## config.mk

```make
export PLATFORM = sky130hd
export DESIGN_NAME = i2c_phase_timer
export DESIGN_NICKNAME = d
export VERILOG_FILES = /design/src/rtl/i2c_phase_timer.sv
export SDC_FILE = /design/constraint.sdc
export NUM_CORES = 1
export LEC_CHECK = 0
export ABC_AREA = 1
export CAP_MARGIN = 20
export CORE_UTILIZATION = 50
export CTS_BUF_LIST = sky130_fd_sc_hd__clkbuf_8
export DETAILED_ROUTE_END_ITERATION = 7
export GPL_TIMING_DRIVEN = 0
export PLACE_DENSITY_LB_ADDON = 0.3
export SLEW_MARGIN = 20
export SYNTH_ARGS = -nofsm -noshare
export SYNTH_HDL_FRONTEND = slang
export SYNTH_SLANG_ARGS = --single-unit
export TNS_END_PERCENT = 100
```

## constraint.sdc

```tcl
create_clock -name Clk -period 1.5 [get_ports Clk]
set_input_delay 0.3 -clock Clk [delete_from_list [all_inputs] [get_ports Clk]]
set_output_delay 0.3 -clock Clk [all_outputs]
set_load 0.01 [all_outputs]
```

## src/rtl/i2c_phase_timer.sv

```systemverilog
// I2C bit-phase timer: splits each bit period into PHASES phases of Ticks cycles,
// pulsing Out at every phase end and BitEnd at the end of the last phase.
module i2c_phase_timer #(
  parameter int SIZE   = 8,
  parameter int PHASES = 4,
  localparam int PW    = $clog2(PHASES)
) (
  input  logic            Clk,
  input  logic            Rst_n,
  input  logic [SIZE-1:0] Ticks,
  input  logic            Start,
  input  logic            Stop,
  input  logic            OneShot,
  output logic            Out,
  output logic            BitEnd,
  output logic [PW-1:0]   Phase,
  output logic [SIZE-1:0] OutCount,
  output logic            Busy,
  output logic            Done,
  output logic            ZeroErr
);

  localparam logic [1:0] IDLE = 2'd0;
  localparam logic [1:0] LOAD = 2'd1;
  localparam logic [1:0] RUN  = 2'd2;
  localparam logic [1:0] DONE = 2'd3;

  localparam logic [PW-1:0] LAST_PHASE = PW'(PHASES - 1);

  logic [1:0]      state;
  logic [SIZE-1:0] ticks_lat;
  logic            oneshot_lat;

  logic [SIZE-1:0] nxt_count;
  logic [PW-1:0]   nxt_phase;
  logic            nxt_out;
  logic            nxt_bit_end;
  logic            nxt_finish;

  function automatic logic [SIZE-1:0] reload(input logic [SIZE-1:0] t);
    reload = (t == '0) ? '0 : t - 1'b1;
  endfunction

  // One counting step; also applied on the LOAD->RUN edge so the first Out lands Ticks edges after release.
  always_comb begin
    nxt_count   = OutCount;
    nxt_phase   = Phase;
    nxt_out     = 1'b0;
    nxt_bit_end = 1'b0;
    nxt_finish  = 1'b0;
    if (!Stop) begin
      if (OutCount != '0) begin
        nxt_count = OutCount - 1'b1;
      end else begin
        nxt_out   = 1'b1;
        nxt_count = reload(ticks_lat);
        if (Phase == LAST_PHASE) begin
          nxt_bit_end = 1'b1;
          nxt_phase   = '0;
          if (oneshot_lat) begin
            nxt_finish = 1'b1;
            nxt_count  = '0;
          end
        end else begin
          nxt_phase = Phase + 1'b1;
        end
      end
    end
  end

  always_ff @(posedge Clk or negedge Rst_n) begin
    if (!Rst_n) begin
      state       <= IDLE;
      ticks_lat   <= '0;
      oneshot_lat <= 1'b0;
      Out         <= 1'b0;
      BitEnd      <= 1'b0;
      Phase       <= '0;
      OutCount    <= '0;
      Busy        <= 1'b0;
      Done        <= 1'b0;
      ZeroErr     <= 1'b0;
    end else if (Start) begin
      state       <= LOAD;
      ticks_lat   <= Ticks;
      oneshot_lat <= OneShot;
      OutCount    <= reload(Ticks);
      Phase       <= '0;
      Out         <= 1'b0;
      BitEnd      <= 1'b0;
      Busy        <= 1'b0;
      Done        <= 1'b0;
      ZeroErr     <= 1'b0;
    end else begin
      case (state)
        LOAD, RUN: begin
          if (state == LOAD && ticks_lat == '0) begin
            state   <= IDLE;
            ZeroErr <= 1'b1;
          end else begin
            Out      <= nxt_out;
            BitEnd   <= nxt_bit_end;
            Phase    <= nxt_phase;
            OutCount <= nxt_count;
            if (nxt_finish) begin
              state <= DONE;
              Busy  <= 1'b0;
              Done  <= 1'b1;
            end else begin
              state <= RUN;
              Busy  <= 1'b1;
            end
          end
        end
        default: begin
          // IDLE/DONE keep their status; pulses never persist beyond one cycle.
          Out    <= 1'b0;
          BitEnd <= 1'b0;
        end
      endcase
    end
  end

endmodule

```

Yosys cells after proc, flatten, opt, wreduce, memory -nomap -nowiden --
Index checks and enable logic that the tools add are counted.
Storage, ports and cells: input port bits 13, flip-flop bits (word level) 26, output and inout port bits 15, logic and storage cells 79
Operators by class: eq/ne operators 7, reductions and logical operators 13, $add $sub $neg 4, mux-type cells 45
Operators by type and width (number):
- 8-bit 2-to-1 mux | 9
- 1-bit 2-to-1 mux | 27
- 8-bit by 1-bit subtractor with 8-bit output, second input constant | 3
- 2-bit 2-to-1 mux | 9
- 8-bit logical NOT | 2
- 8-bit nonzero test | 1
- 2-bit != test, second input constant | 3
- 3-bit AND reduction | 2
- 2-bit nonzero test | 3
- 2-bit equality test, second input constant | 2
- 2-bit AND reduction | 2
- 4-bit AND reduction | 1
- 3-bit != test, second input constant | 1
- 2-bit by 1-bit adder with 2-bit output, second input constant | 1
- 2-bit by 1-bit equality test with 1-bit output, second input constant | 1
- 2-bit OR reduction | 1
- 1-bit logical AND | 1

Longest topological paths before layout --
depth after elaboration 9, depth in mapped cells 10

Worst setup path after synthesis --
No wires, ideal clock.
path kind register to register, from register OutCount[0], to register Phase[0], slack 24 ps, period minus slack after synthesis 1476 ps, library setup time 123 ps, path buffers 0, arrival time 1353 ps, cell stages (with the launch flop) 10, cell sequence dfrtp_1 > inv_1 > ha_1 > nand2_1 > nor2_8 > inv_4 > nand2_1 > nand2_1 > o21ai_0 > nand2_1
Between the ends: word-level cells in the longest chain between the ends 3
RTL lines:
- start, declared | line 17 | output logic [SIZE-1:0] OutCount,
- start signal, assigned | line 87 | OutCount <= reload(Ticks);
- start signal, assigned | line 104 | OutCount <= nxt_count;
- 8-bit nonzero test | line 52 | if (OutCount != '0) begin
- 2-bit != test (no line)
- 4-bit AND reduction (no line)
- end signal, assigned | line 103 | Phase <= nxt_phase;
- end, declared | line 16 | output logic [PW-1:0] Phase,
Every way passes these cells. A chain may end at the register's enable or synchronous reset.

Final worst setup path --
from register OutCount[1], to register OutCount[4]
Between the ends: word-level cells in the longest chain between the ends 6, elaborated cells on any way between the ends 7, classes of those cells add/sub: 1; mux: 5; reduce/logical: 1
RTL lines:
- 8-bit by 1-bit subtractor with 8-bit output or 8-bit nonzero test (tied branches) | line 53, 52
- 8-bit 2-to-1 mux * | line 52
- 8-bit 2-to-1 mux * | line 51 | if (!Stop) begin
- 8-bit 2-to-1 mux * | line 97 | if (state == LOAD && ticks_lat == '0) begin
- 8-bit 2-to-1 mux * | line 95 | case (state)
- 8-bit 2-to-1 mux * | line 83 | end else if (Start) begin
Mark *: on every way between the ends. The rest lies on a longest branch, timed or not. The select of a mux whose other input is x is not followed.

==> impl_summary.log <==
[metrics] maximum number of pins on one net before global-route repair: 27
[metrics] max_slew headroom: between 60% and 70%
[metrics] worst-case clock buffer depth: 2
[metrics] root buffer cell: sky130_fd_sc_hd__clkbuf_8
[metrics] via count of the first global-routing pass: about 1.8k
[metrics] amount of wire on met3 after detailed routing: 249 um
[metrics] min-delay worst type: input pin to asynchronous set/reset pin
[metrics] routability-driven placement congestion ratio: around 0.93
[metrics] ratio of final minimum period to clock period: 103%
[metrics] data arrival time of the critical path: 1.76 ns
[metrics] upper clock frequency limit: between 600 and 700 MHz
[metrics] critical setup path kind: register to register
[metrics] most common cell after layout, fill and taps aside: sky130_fd_sc_hd__nand2_1
[metrics] routed vias: 1961
[metrics] routed len/inst: 13.5 um
[metrics] ratio of cells with drive above 1 in the final layout: 23.8%
[metrics] violations in the final reports: negative setup slack
[metrics] final antenna diode count: 0
[metrics] number of register bits inferred by synthesis: 26
[metrics] CP Max Fanout: 6
[metrics] number of distinct library cells after synthesis: 30
[metrics] nature of the critical path endpoint: register
[metrics] WL final: about 4.9 mm
[metrics] TritonCTS clock tree: built
[metrics] final count of pins violating max slew: 0
[metrics] power after layout: between 3 and 4 mW
[metrics] run status: finished with violations
[metrics] final-stage net count: 341
[metrics] Die X-Extent: about 63 um
[metrics] drt initial violations: 139
[metrics] commonest non-fill, non-tap cells in the layout: sky130_fd_sc_hd__nand2_1, sky130_fd_sc_hd__inv_1, sky130_fd_sc_hd__nor2_1
[metrics] number of maximum-capacitance violations: 0
[metrics] wire length of the first global-routing pass: 8.25 mm
[metrics] placed insts: 343
[metrics] Worst Max-Slew Pin Slew: 0.586 ns
[metrics] count of endpoints failing hold in the final timing report: 0
[metrics] final critical path time including I/O delays and setup: 1.55 ns
[metrics] worst clock skew: 0.0128 ns
[metrics] sink count of the clock tree: 26
[metrics] number of flops mapped to enable cells by yosys: 0
[metrics] area delta synth->final: 35.6%
[metrics] unrepaired setup endpoints after global routing: true
[metrics] cts bufs inserted: 3
[metrics] GRT Overall Usage: about a quarter
[metrics] met1 wire length: 2.23 mm
[metrics] H-tree depth reported by CTS: 1
[metrics] clock transition at the registers of the reported paths: 0.10 ns
[metrics] number of search-and-repair iterations in the first detailed-routing pass: 4
[metrics] total I/O pin count: 28
[metrics] DRC violation count after routing: 0
[metrics] port bufs: 27
[metrics] half-perimeter wire length of the detailed placement result: 3.42 mm
[metrics] overall die height: 63.5 um
[metrics] ys async rst share: 100%
[metrics] count of final setup violators: 3
[metrics] detailed-routed wire length on met2: 2.39 mm
[metrics] aggregate global routing overflow: 0
[metrics] DRT antenna net count: 0
[metrics] pre-CTS setup slack: -0.411 ns
[metrics] Post-Syn Instances: 270
[metrics] Final Worst Setup Slack: -0.0489 ns
[metrics] VDD IR-drop max: 0.858 mV
[metrics] Via density: approximately 5.4
[metrics] portion of the post-synthesis area used by sequential elements: 34.5%
[metrics] synthesized area: 1890 um2
[metrics] Power Density: 1370 nW/um2
[metrics] primary flip-flop cell chosen by synthesis mapping: sky130_fd_sc_hd__dfrtp_1
[metrics] type of element launching the critical path: register
[metrics] required time of the critical path: 1.71 ns
[metrics] leakage power: 1.29 nW
[metrics] mean instance size in the synthesized netlist: between 6 and 7 um2
[metrics] die area: 4030 um2
[metrics] clock latency at the later pin of the worst-skew pair: 0.28 ns
[metrics] highest routed layer: met4
[metrics] Post-CTS Hold Buffers: 0
[metrics] starting density of the core: 54.4%
[metrics] antenna violations before repair: 0
[metrics] Cell Rows: 21
[metrics] non-filler cells in the finished layout: 365
[metrics] synth warn: 0
[metrics] CORE AREA: 3470 um2
[metrics] Syn Nets: 291
## synthesized netlist by cell type, types with 4 or more instances
cell type | count | area share, %
sky130_fd_sc_hd__ha_1 | 8 | 5.3
sky130_fd_sc_hd__a21oi_1 | 6 | 1.6
sky130_fd_sc_hd__nand2_1 | 73 | 15
sky130_fd_sc_hd__xor2_1 | 4 | 1.9
sky130_fd_sc_hd__nor2_1 | 39 | 7.8
sky130_fd_sc_hd__a21boi_1 | 5 | 2.0
sky130_fd_sc_hd__o21ai_0 | 22 | 5.8
sky130_fd_sc_hd__nand4_1 | 6 | 2.0
sky130_fd_sc_hd__inv_1 | 35 | 7.0
sky130_fd_sc_hd__nand3_1 | 14 | 3.7
sky130_fd_sc_hd__dfrtp_1 | 26 | 34
## repair_timing
action | CTS | global route
pin swaps | 2 | 17
endpoints found under the setup margin | 22 | 18
gates resized for setup | 25 | 37
setup buffers | 10 | 8
## worst max-delay path, stage by stage, from the launching register on
cell and delay [ns]:
sky130_fd_sc_hd__dfrtp_1 0.40, sky130_fd_sc_hd__inv_2 0.10, sky130_fd_sc_hd__ha_4 0.15, sky130_fd_sc_hd__nand2_4 0.07, sky130_fd_sc_hd__nor2_8 0.14, sky130_fd_sc_hd__buf_12 0.12, sky130_fd_sc_hd__nand3_4 0.11, sky130_fd_sc_hd__o21ai_2 0.14
sky130_fd_sc_hd__nand2_1 0.07, sky130_fd_sc_hd__a21boi_2 0.17
## stage by stage
step                hold WS (ns)  instance area (um2)  util [%]  setup TNS [ns]
finish                   0.00852                 2560      73.8         -0.0808
global route              0.0542                 2560      73.8          -0.993
CTS                       0.0337                 2400      69.2         -0.0610
detailed placement         0.336                 2210      63.7           -5.65
global placement           0.465                 2220      63.9          -11.72
floorplan                0.00441                 1890         -               0
## area by class of cell
| type | count | area, um2 |
|---|---|---|
| clock buffers | 4 | 55.1 |
| well taps | 46 | 57.6 |
| repair buffers | 45 | 424 |
| multi-input cells | 203 | 1200 |
| plain buffers | 4 | 31.3 |
| flip-flops and latches | 26 | 654 |
| inverters | 37 | 141 |
| fillers | 273 | 908 |
## registers in the layout, summed over array words and instances (netlist names)
signal / count
OutCount: 8
oneshot_lat: 1
Out: 1
Busy: 1
ZeroErr: 1
Done: 1
ticks_lat: 8
BitEnd: 1
Phase: 2
state: 2
## power by group
part	total, mW	internal, mW	switching, mW
clock	0.456	0.235	0.221
sequential	1.09	0.884	0.203
combinational	1.97	0.913	1.06
total	3.51	2.03	1.48
## metal layers
layer / GRT usage [%] / vias up
met3: 5.98 / 10
met5: 0 / -
met1: 34.3 / 912
li1: - / 964
met4: 5.68 / 0
met2: 43.2 / 75
## cell families after synthesis
family          after synthesis  synth area share [%]
buf+inv                      41                  9.15
flops                        26                  34.5
fa+ha+maj                     8                  5.30
xor+xnor                      6                  2.78
simple gates                148                  36.1
compound gates               41                  12.3
## final timing paths
path                                         start                        to  slack (ns)  cells after the start
min                                          Rst_n   OutCount[6]$_DFFE_PN0P_       0.009                      1
min reg2reg                    ZeroErr$_DFFE_PN0P_       ZeroErr$_DFFE_PN0P_        0.51                      2
max                        OutCount[1]$_DFFE_PN0P_   OutCount[4]$_DFFE_PN0P_       -0.05                      9
max reg2reg                OutCount[1]$_DFFE_PN0P_   OutCount[4]$_DFFE_PN0P_       -0.05                      9
max in group asynchronous                    Rst_n  ticks_lat[3]$_DFFE_PN0P_        1.05                      1
min in group Clk               ZeroErr$_DFFE_PN0P_       ZeroErr$_DFFE_PN0P_        0.51                      2
Note: power is estimated with default switching activity, not from simulation.
